`config.mk`:
```
export PLATFORM = sky130hd
export DESIGN_NAME = lane_select_encoder
export DESIGN_NICKNAME = d
export VERILOG_FILES = /design/src/rtl/lane_select_encoder.sv
export SDC_FILE = /design/constraint.sdc
export NUM_CORES = 1
export LEC_CHECK = 0
export CAP_MARGIN = 20
export CORE_MARGIN = 2
export CORE_UTILIZATION = 35
export CTS_CLUSTER_SIZE = 28
export DETAILED_ROUTE_END_ITERATION = 6
export PLACE_DENSITY = 0.64
export SYNTH_ARGS = -nofsm -noshare
export SYNTH_HDL_FRONTEND = slang
export SYNTH_SLANG_ARGS = --single-unit
```
`constraint.sdc`:
```
create_clock -name clk -period 3.1 [get_ports clk]
set_input_delay 0.62 -clock clk [delete_from_list [all_inputs] [get_ports clk]]
set_output_delay 0.62 -clock clk [all_outputs]
set_load 0.02 [all_outputs]
```
`src/rtl/lane_select_encoder.sv`:
```
// Purpose: places a tagged 32-bit word on one of four lanes for HOLD cycles, then GUARD all-zero cycles.
// Latency: lanes show the word on the cycle after the accepting edge; all outputs are registered.
// Backpressure: in_ready is high only in IDLE; requests seen while busy are ignored, not errored.
module lane_select_encoder #(
    parameter int HOLD  = 4,
    parameter int GUARD = 1
) (
    input  logic        clk,
    input  logic        rst,
    input  logic        in_valid,
    output logic        in_ready,
    input  logic [1:0]  in_idx,
    input  logic [31:0] in_data,
    output logic [31:0] A1,
    output logic [31:0] A2,
    output logic [31:0] A3,
    output logic [31:0] A4,
    output logic        frame_active,
    output logic        done,
    output logic        err
);

    typedef enum logic [1:0] {
        S_IDLE  = 2'd0,
        S_DRIVE = 2'd1,
        S_GUARD = 2'd2
    } state_t;

    // Counters are loaded with "cycles remaining minus one" so a zero count marks the final cycle.
    localparam logic [3:0] HOLD_M1  = 4'(HOLD - 1);
    localparam logic [3:0] GUARD_M1 = 4'(GUARD - 1);

    state_t      state_q, state_d;
    logic [3:0]  cnt_q, cnt_d;
    logic [1:0]  idx_q, idx_d;
    logic [31:0] data_q, data_d;
    logic [31:0] a1_q, a1_d, a2_q, a2_d, a3_q, a3_d, a4_q, a4_d;
    logic        frame_active_q, frame_active_d;
    logic        done_q, done_d;
    logic        err_q, err_d;

    // Ready is a pure decode of the state register, so it never depends on the request inputs.
    assign in_ready     = (state_q == S_IDLE);
    assign A1           = a1_q;
    assign A2           = a2_q;
    assign A3           = a3_q;
    assign A4           = a4_q;
    assign frame_active = frame_active_q;
    assign done         = done_q;
    assign err          = err_q;

    // Next-state, counter and output decode; outputs are computed from the next state so they register cleanly.
    always_comb begin
        state_d = state_q;
        cnt_d   = cnt_q;
        idx_d   = idx_q;
        data_d  = data_q;
        done_d  = 1'b0;
        err_d   = 1'b0;

        case (state_q)
            S_IDLE: begin
                if (in_valid) begin
                    // A zero tag is invisible to the downstream decoder, so refuse it outright.
                    if (in_data[4:0] != 5'd0) begin
                        idx_d   = in_idx;
                        data_d  = in_data;
                        cnt_d   = HOLD_M1;
                        state_d = S_DRIVE;
                    end else begin
                        err_d = 1'b1;
                    end
                end
            end
            S_DRIVE: begin
                if (cnt_q == 4'd0) begin
                    cnt_d   = GUARD_M1;
                    state_d = S_GUARD;
                    // With a single guard cycle the first guard cycle is also the last one.
                    done_d  = (GUARD_M1 == 4'd0);
                end else begin
                    cnt_d = cnt_q - 4'd1;
                end
            end
            S_GUARD: begin
                if (cnt_q == 4'd0) begin
                    state_d = S_IDLE;
                end else begin
                    cnt_d  = cnt_q - 4'd1;
                    done_d = (cnt_q == 4'd1);
                end
            end
            default: begin
                state_d = S_IDLE;
            end
        endcase

        frame_active_d = (state_d == S_DRIVE);
        a1_d = 32'h0;
        a2_d = 32'h0;
        a3_d = 32'h0;
        a4_d = 32'h0;
        if (state_d == S_DRIVE) begin
            case (idx_d)
                2'd0:    a1_d = data_d;
                2'd1:    a2_d = data_d;
                2'd2:    a3_d = data_d;
                default: a4_d = data_d;
            endcase
        end
    end

    // State and output registers; reset wins over any frame or guard in progress.
    always_ff @(posedge clk) begin
        if (rst) begin
            state_q        <= S_IDLE;
            cnt_q          <= 4'd0;
            idx_q          <= 2'd0;
            data_q         <= 32'h0;
            a1_q           <= 32'h0;
            a2_q           <= 32'h0;
            a3_q           <= 32'h0;
            a4_q           <= 32'h0;
            frame_active_q <= 1'b0;
            done_q         <= 1'b0;
            err_q          <= 1'b0;
        end else begin
            state_q        <= state_d;
            cnt_q          <= cnt_d;
            idx_q          <= idx_d;
            data_q         <= data_d;
            a1_q           <= a1_d;
            a2_q           <= a2_d;
            a3_q           <= a3_d;
            a4_q           <= a4_d;
            frame_active_q <= frame_active_d;
            done_q         <= done_d;
            err_q          <= err_d;
        end
    end

endmodule

```
[Word-level counts from Yosys, hierarchy flattened]
Cells that the tools add are included.
Word-level totals
  bits in read-only memories: 0
  latch bits: 0
  output and inout port bits: 132
  memory bits (writable): 0
  word-level logic and storage cells: 58
  flip-flop bits (word level): 171
  memories kept: 0
  bits of input ports: 37
Operators by class
  divide/modulo/power cells: 0
  multipliers: 0
  mux-type cells: 20
  bitwise logic cells: 6
  $lt $le $gt $ge: 0
  reductions and logical operators: 11
  shift operators: 0
  add/sub/neg operators: 1
  equality and inequality tests: 9
Operators by type and width (number)
  2-to-1 mux 32 bit: 3
  2-to-1 mux 4 bit: 4
  2-to-1 mux 2 bit: 7
  one-hot mux 4 bit (3 select lines): 1
  OR reduction 3 bit: 4
  == test 2 x 1 -> 1 bit (second input constant): 3
  inverter 1 bit: 6
  one-hot mux 2 bit (3 select lines): 1
  nonzero test 5 bit: 1
  OR reduction 5 bit: 1
  == test 2 bit (second input constant): 2
  == test 4 x 1 -> 1 bit (second input constant): 1
  logical NOT 2 bit: 2
  logical NOT 4 bit: 1
  inequality test 2 bit (second input constant): 2
  AND reduction 4 bit: 1
  subtractor 4 x 1 -> 4 bit (second input constant): 1
  2-to-1 mux 1 bit: 3
  nonzero test 3 bit: 1
  inequality test 2 x 1 -> 1 bit (second input constant): 1
  one-hot mux 1 bit (2 select lines): 1

[Depth between registers and ports, before layout]
  depth after elaboration: 7
  gate-level depth with buffers: 15

[Worst setup path after synthesis]
No wires, ideal clock.
  kind: reg2reg
  start: reg state_q[0]
  end: reg a4_q[29], in the netlist A4[29]
  path buffers: 6
  cell stages (with the launch flop): 15
  data arrival time: 3179 ps
  setup time: 81 ps
  path slack: -160 ps
  period minus slack after synthesis: 3260 ps
  cell sequence: dfxtp_1 -> clkbuf_1 -> buf_2 -> inv_1 -> ha_1 -> buf_2 -> and2_1 -> o21ai_2 -> buf_4 -> mux2i_1 -> ha_1 -> or2_2 -> clkbuf_1 -> clkbuf_1 -> nor3_1
Between the ends
  elaborated cells between the ends (all ways): 16
RTL lines
  from (decl): RTL line 33  | state_t state_q, state_d;
  from (signal assigned): RTL line 128  | state_q <= state_d;
  logical NOT 2 bit (*)
  net in_ready: RTL line 11  | output logic in_ready,
  one-hot mux 2 bit (3 select lines): RTL line 61  | case (state_q)
  == test 2 x 1 -> 1 bit: RTL line 103  | if (state_d == S_DRIVE) begin
  inverter 1 bit (no source line)
  OR reduction 5 bit (no source line)
  to (signal assigned): RTL line 123  | a4_q <= 32'h0;
  to (signal assigned): RTL line 135  | a4_q <= a4_d;
  to (decl): RTL line 37  | logic [31:0] a1_q, a1_d, a2_q, a2_d, a3_q, a3_d, a4_q, a4_d;
The timed path passes the listed nets; every way through them passes the cells marked *.
A chain may end at the register's enable or synchronous reset.

[Worst setup path after layout]
  start: in in_data[1]
  end: reg a4_q[31], in the netlist A4[31]
Between the ends
  longest elaborated chain between the ends: 7
  elaborated cells between the ends (all ways): 16
RTL lines
  from (decl): RTL line 13  | input logic [31:0] in_data,
  nonzero test 5 bit (*): RTL line 65  | if (in_data[4:0] != 5'd0) begin
  2-to-1 mux 2 bit: RTL line 65
  2-to-1 mux 2 bit: RTL line 63  | if (in_valid) begin
  one-hot mux 2 bit (3 select lines): RTL line 61
  == test 2 x 1 -> 1 bit: RTL line 103
  inverter 1 bit (no source line)
  OR reduction 5 bit (no source line)
Every way passes the cells marked *; elsewhere a longest branch is shown, timed or not.

==> impl_metrics.env <==
export IMPL_drt_total_wl_microns=16990
export IMPL_hpwl_microns=11790
export IMPL_synth_area_leaders="dfxtp_1, nor2_1, a41oi_4"
export IMPL_drc=0
export IMPL_slew_headroom_pct=34.54
export IMPL_grt_max_degree=43
export IMPL_fin_cells=986
export IMPL_yosysSeqAreaShare_pct=56.81
export IMPL_critical_path_class="primary input to flop"
export IMPL_startpoint_type="primary input"
export IMPL_drive_above_1_share_pct=13.71
export IMPL_setup_tns_final_ps=0
export IMPL_arrival_ps=3050
export IMPL_min_period_ps=2717
export IMPL_cts_tree="yes"
export IMPL_vias=4930
export IMPL_die_x_microns=135.2
export IMPL_yosys_warnings=0
export IMPL_p_int_uw=4396
export IMPL_pin_count=169
export IMPL_maxSlewViolCount=0
export IMPL_tightest_slew_ps=981.9
export IMPL_clkSlewWorstSetupHoldPaths_ps=70
export IMPL_drtPass1Iterations=5
export IMPL_period_share_pct=87.65
export IMPL_max_clock_freq_ghz=0.3680
export IMPL_hold_violations=0
export IMPL_core_rowCount=47
export IMPL_synth_top_area_cell="dfxtp_1"
export IMPL_syn2layout_area_growth_pct=45.33
export IMPL_antenna_found_initial=1
export IMPL_initial_utilization_pct=36.08
export IMPL_coreArea_sq_um=16700
export IMPL_crit_fanout=20
export IMPL_p_sw_uw=2231
export IMPL_status="completed"
export IMPL_synth_area_sq_um=6026
export IMPL_whs_ps=456.4
export IMPL_synth_seq_cells=171
export IMPL_switching_share_pct=33.67
export IMPL_drt_antenna_violating_nets=0
export IMPL_first_global_vias=5032
export IMPL_syn_inst=583
export IMPL_cp_top_family="simple AND/OR/NAND/NOR gates"
export IMPL_critPathBufInv=2
export IMPL_io_buffers=168
export IMPL_worstSetupEndpointType="flop"
export IMPL_synth_edff_count=0
export IMPL_cts_resized=0
export IMPL_synth_main_ff_cell="dfxtp_1"
export IMPL_vias_per_cell=5.000
export IMPL_clk_path_buf_depth=2
export IMPL_die_h_microns=135.2
export IMPL_power_density_nw_per_um2=756.8
export IMPL_fin_nets=800
export IMPL_fin_util_pct=52.43
export IMPL_vdd_drop_max_mv=0.3877
export IMPL_seq_power_share_pct=37.3
export IMPL_dieArea_sq_um=18280
export IMPL_slowest_delay_ps=570
export IMPL_routabilityCongestion=0.8388
export IMPL_wl_per_cell_microns=17.23
export IMPL_critical_path_slowest_cell="or4_4"
export IMPL_dr_first_iter_drc_count=295
export IMPL_clock_sinks=171
export IMPL_synth_avg_cell_area_sq_um=10.34
export IMPL_grt_use_total_pct=19.19
export IMPL_clock_skew_ps=8.631
export IMPL_rsz0062_at_grt="false"
export IMPL_combPwrFrac_pct=29.5
export IMPL_leakage_uw=0.003265
export IMPL_hold_class="flop to flop"
export IMPL_p_clk_share_pct=33.2
export IMPL_cts_buffers=17
export IMPL_worstPathRequired_ps=3430
export IMPL_finalSetupViolations=0
export IMPL_grt_overflow_total=0
export IMPL_htree_levels=4
export IMPL_synth_top_area_share_pct=56.81
export IMPL_dp_cells=953
export IMPL_grt_pass1_wl_microns=26940
export IMPL_clk_latency_ps=420
export IMPL_synth_net_count=630
export IMPL_postCtsSetupBuffers=0
export IMPL_cts_hold_buf=0
export IMPL_antenna_diode_count=0
export IMPL_clock_root_buffer="clkbuf_16"
export IMPL_cp_cell_sequence="clkdlybuf4s50_1 > or4_4 > o21ai_4 > mux2i_2 > ha_1 > or2_2 > buf_12 > nor3_1"
export IMPL_synth_cell_types=42
export IMPL_synthArstFlopShare_pct=0
export IMPL_cap_violations=0
-- area by class of cell --
type / count / area, sq um
Clock buffer: 18 / 429.2
Clock inverter: 14 / 183.9
Fill cell: 1514 / 7944
Inverter: 9 / 33.78
Multi-Input combinational cell: 355 / 2419
Sequential cell: 171 / 3425
Tap cell: 220 / 275.3
Timing Repair Buffer: 199 / 1992
-- cells in the final DEF, fill, tap and decap left out, drive strengths merged, types with 2 or more instances in the layout --
cell type	n
clkinv	3
nor3	45
dfxtp	171
a221oi	3
clkbuf	18
clkdlybuf4s50	166
clkinvlp	3
o21ai	5
a21oi	35
nor4	8
buf	33
nand4	2
a211oi	2
a41oi	27
mux2i	2
ha	10
bufinv	3
inv	14
nand2	60
o211a	27
o21a	2
nor2	96
a22oi	5
o221ai	4
nand2b	3
a32oi	5
and2	5
-- kinds of logic (layout without fill, tap and decap cells) --
kind of cell / after synthesis / after routing / synth area share (%)
AO/OA/AOI/OAI: 118 / 118 / 19.10
adder cells (fa/ha/maj): 10 / 10 / 2.076
buffers and inverters: 57 / 240 / 4.693
flip-flops: 171 / 171 / 56.81
multiplexers: 2 / 2 / 0.3322
AND/OR/NAND/NOR: 225 / 225 / 16.99
-- Yosys cell counts, types with 2 or more instances --
master and instances:
a41oi_2 6, and2_1 5, nor2_1 96, o21a_1 2, a41oi_4 10, nor3_2 10, buf_6 2, buf_2 21
inv_1 9, nor4_1 8, a21oi_1 34, buf_4 3, nand2b_1 3, a32oi_1 5, nand2_1 60, o211a_1 27
nand4_1 2, a211oi_1 2, o21ai_0 4, nor3_1 35, o221ai_1 3, mux2i_1 2, ha_1 10, a22oi_1 5
a41oi_1 11, a221oi_1 3, clkbuf_1 20, dfxtp_1 171
-- through the flow --
step | setup WS [ps] | cell area, sq um | power [uW]
after detailed placement | -63.51 | 8137 | 4470
after CTS | 375.6 | 8750 | 6665
final | 382.9 | 8757 | 6627
after global placement | -44.23 | 8137 | 4418
after global routing | 255.3 | 8757 | 6933
after floorplan | 21.91 | 6037 | 3701
-- power by group through the flow --
stage / Sequential, uW / Clock (uW) / Combinational, uW
after detailed placement: 2520 / 0 / 1950
final: 2470 / 2200 / 1950
after CTS: 2480 / 2240 / 1950
after global routing: 2490 / 2330 / 2110
after global placement: 2510 / 0 / 1900
after floorplan: 2650 / 0 / 1050
-- layer usage --
metal / vias up / global-route usage [%] / wire, microns
met4: 0 / 7.581 / 370
li1: 2368 / - / -
met1: 2356 / 22.65 / 7093
met5: - / 0 / 0
met3: 27 / 5.686 / 1284
met2: 179 / 32.85 / 8244
-- worst paths after layout --
kind	from	endpoint	slack (ps)	cells after the start
max	in_data[1]	A4[31]$_SDFF_PP0_	380	8
min	data_q[31]$_SDFF_PP0_	data_q[31]$_SDFF_PP0_	460	2
max reg2reg	cnt_q[0]$_SDFFE_PP0P_	A4[0]$_SDFF_PP0_	600	7
min reg2reg	data_q[31]$_SDFF_PP0_	data_q[31]$_SDFF_PP0_	460	2
-- registers in the layout, summed over array words and instances, names as in the netlist --
| register | count |
|---|---|
| A1 | 32 |
| A2 | 32 |
| A3 | 32 |
| A4 | 32 |
| data_q | 32 |
| cnt_q | 4 |
| idx_q | 2 |
| state_q | 2 |
| done | 1 |
| err | 1 |
| frame_active | 1 |
-- tightest hold or removal path: cells and delay by family, from the launching register on --
kind	cells	cell delay (ps)
DFF	1	310
AOI/OAI and AO/OA	1	50
and+or+nand+nor	1	50
Power figures use the tool's default switching activity.
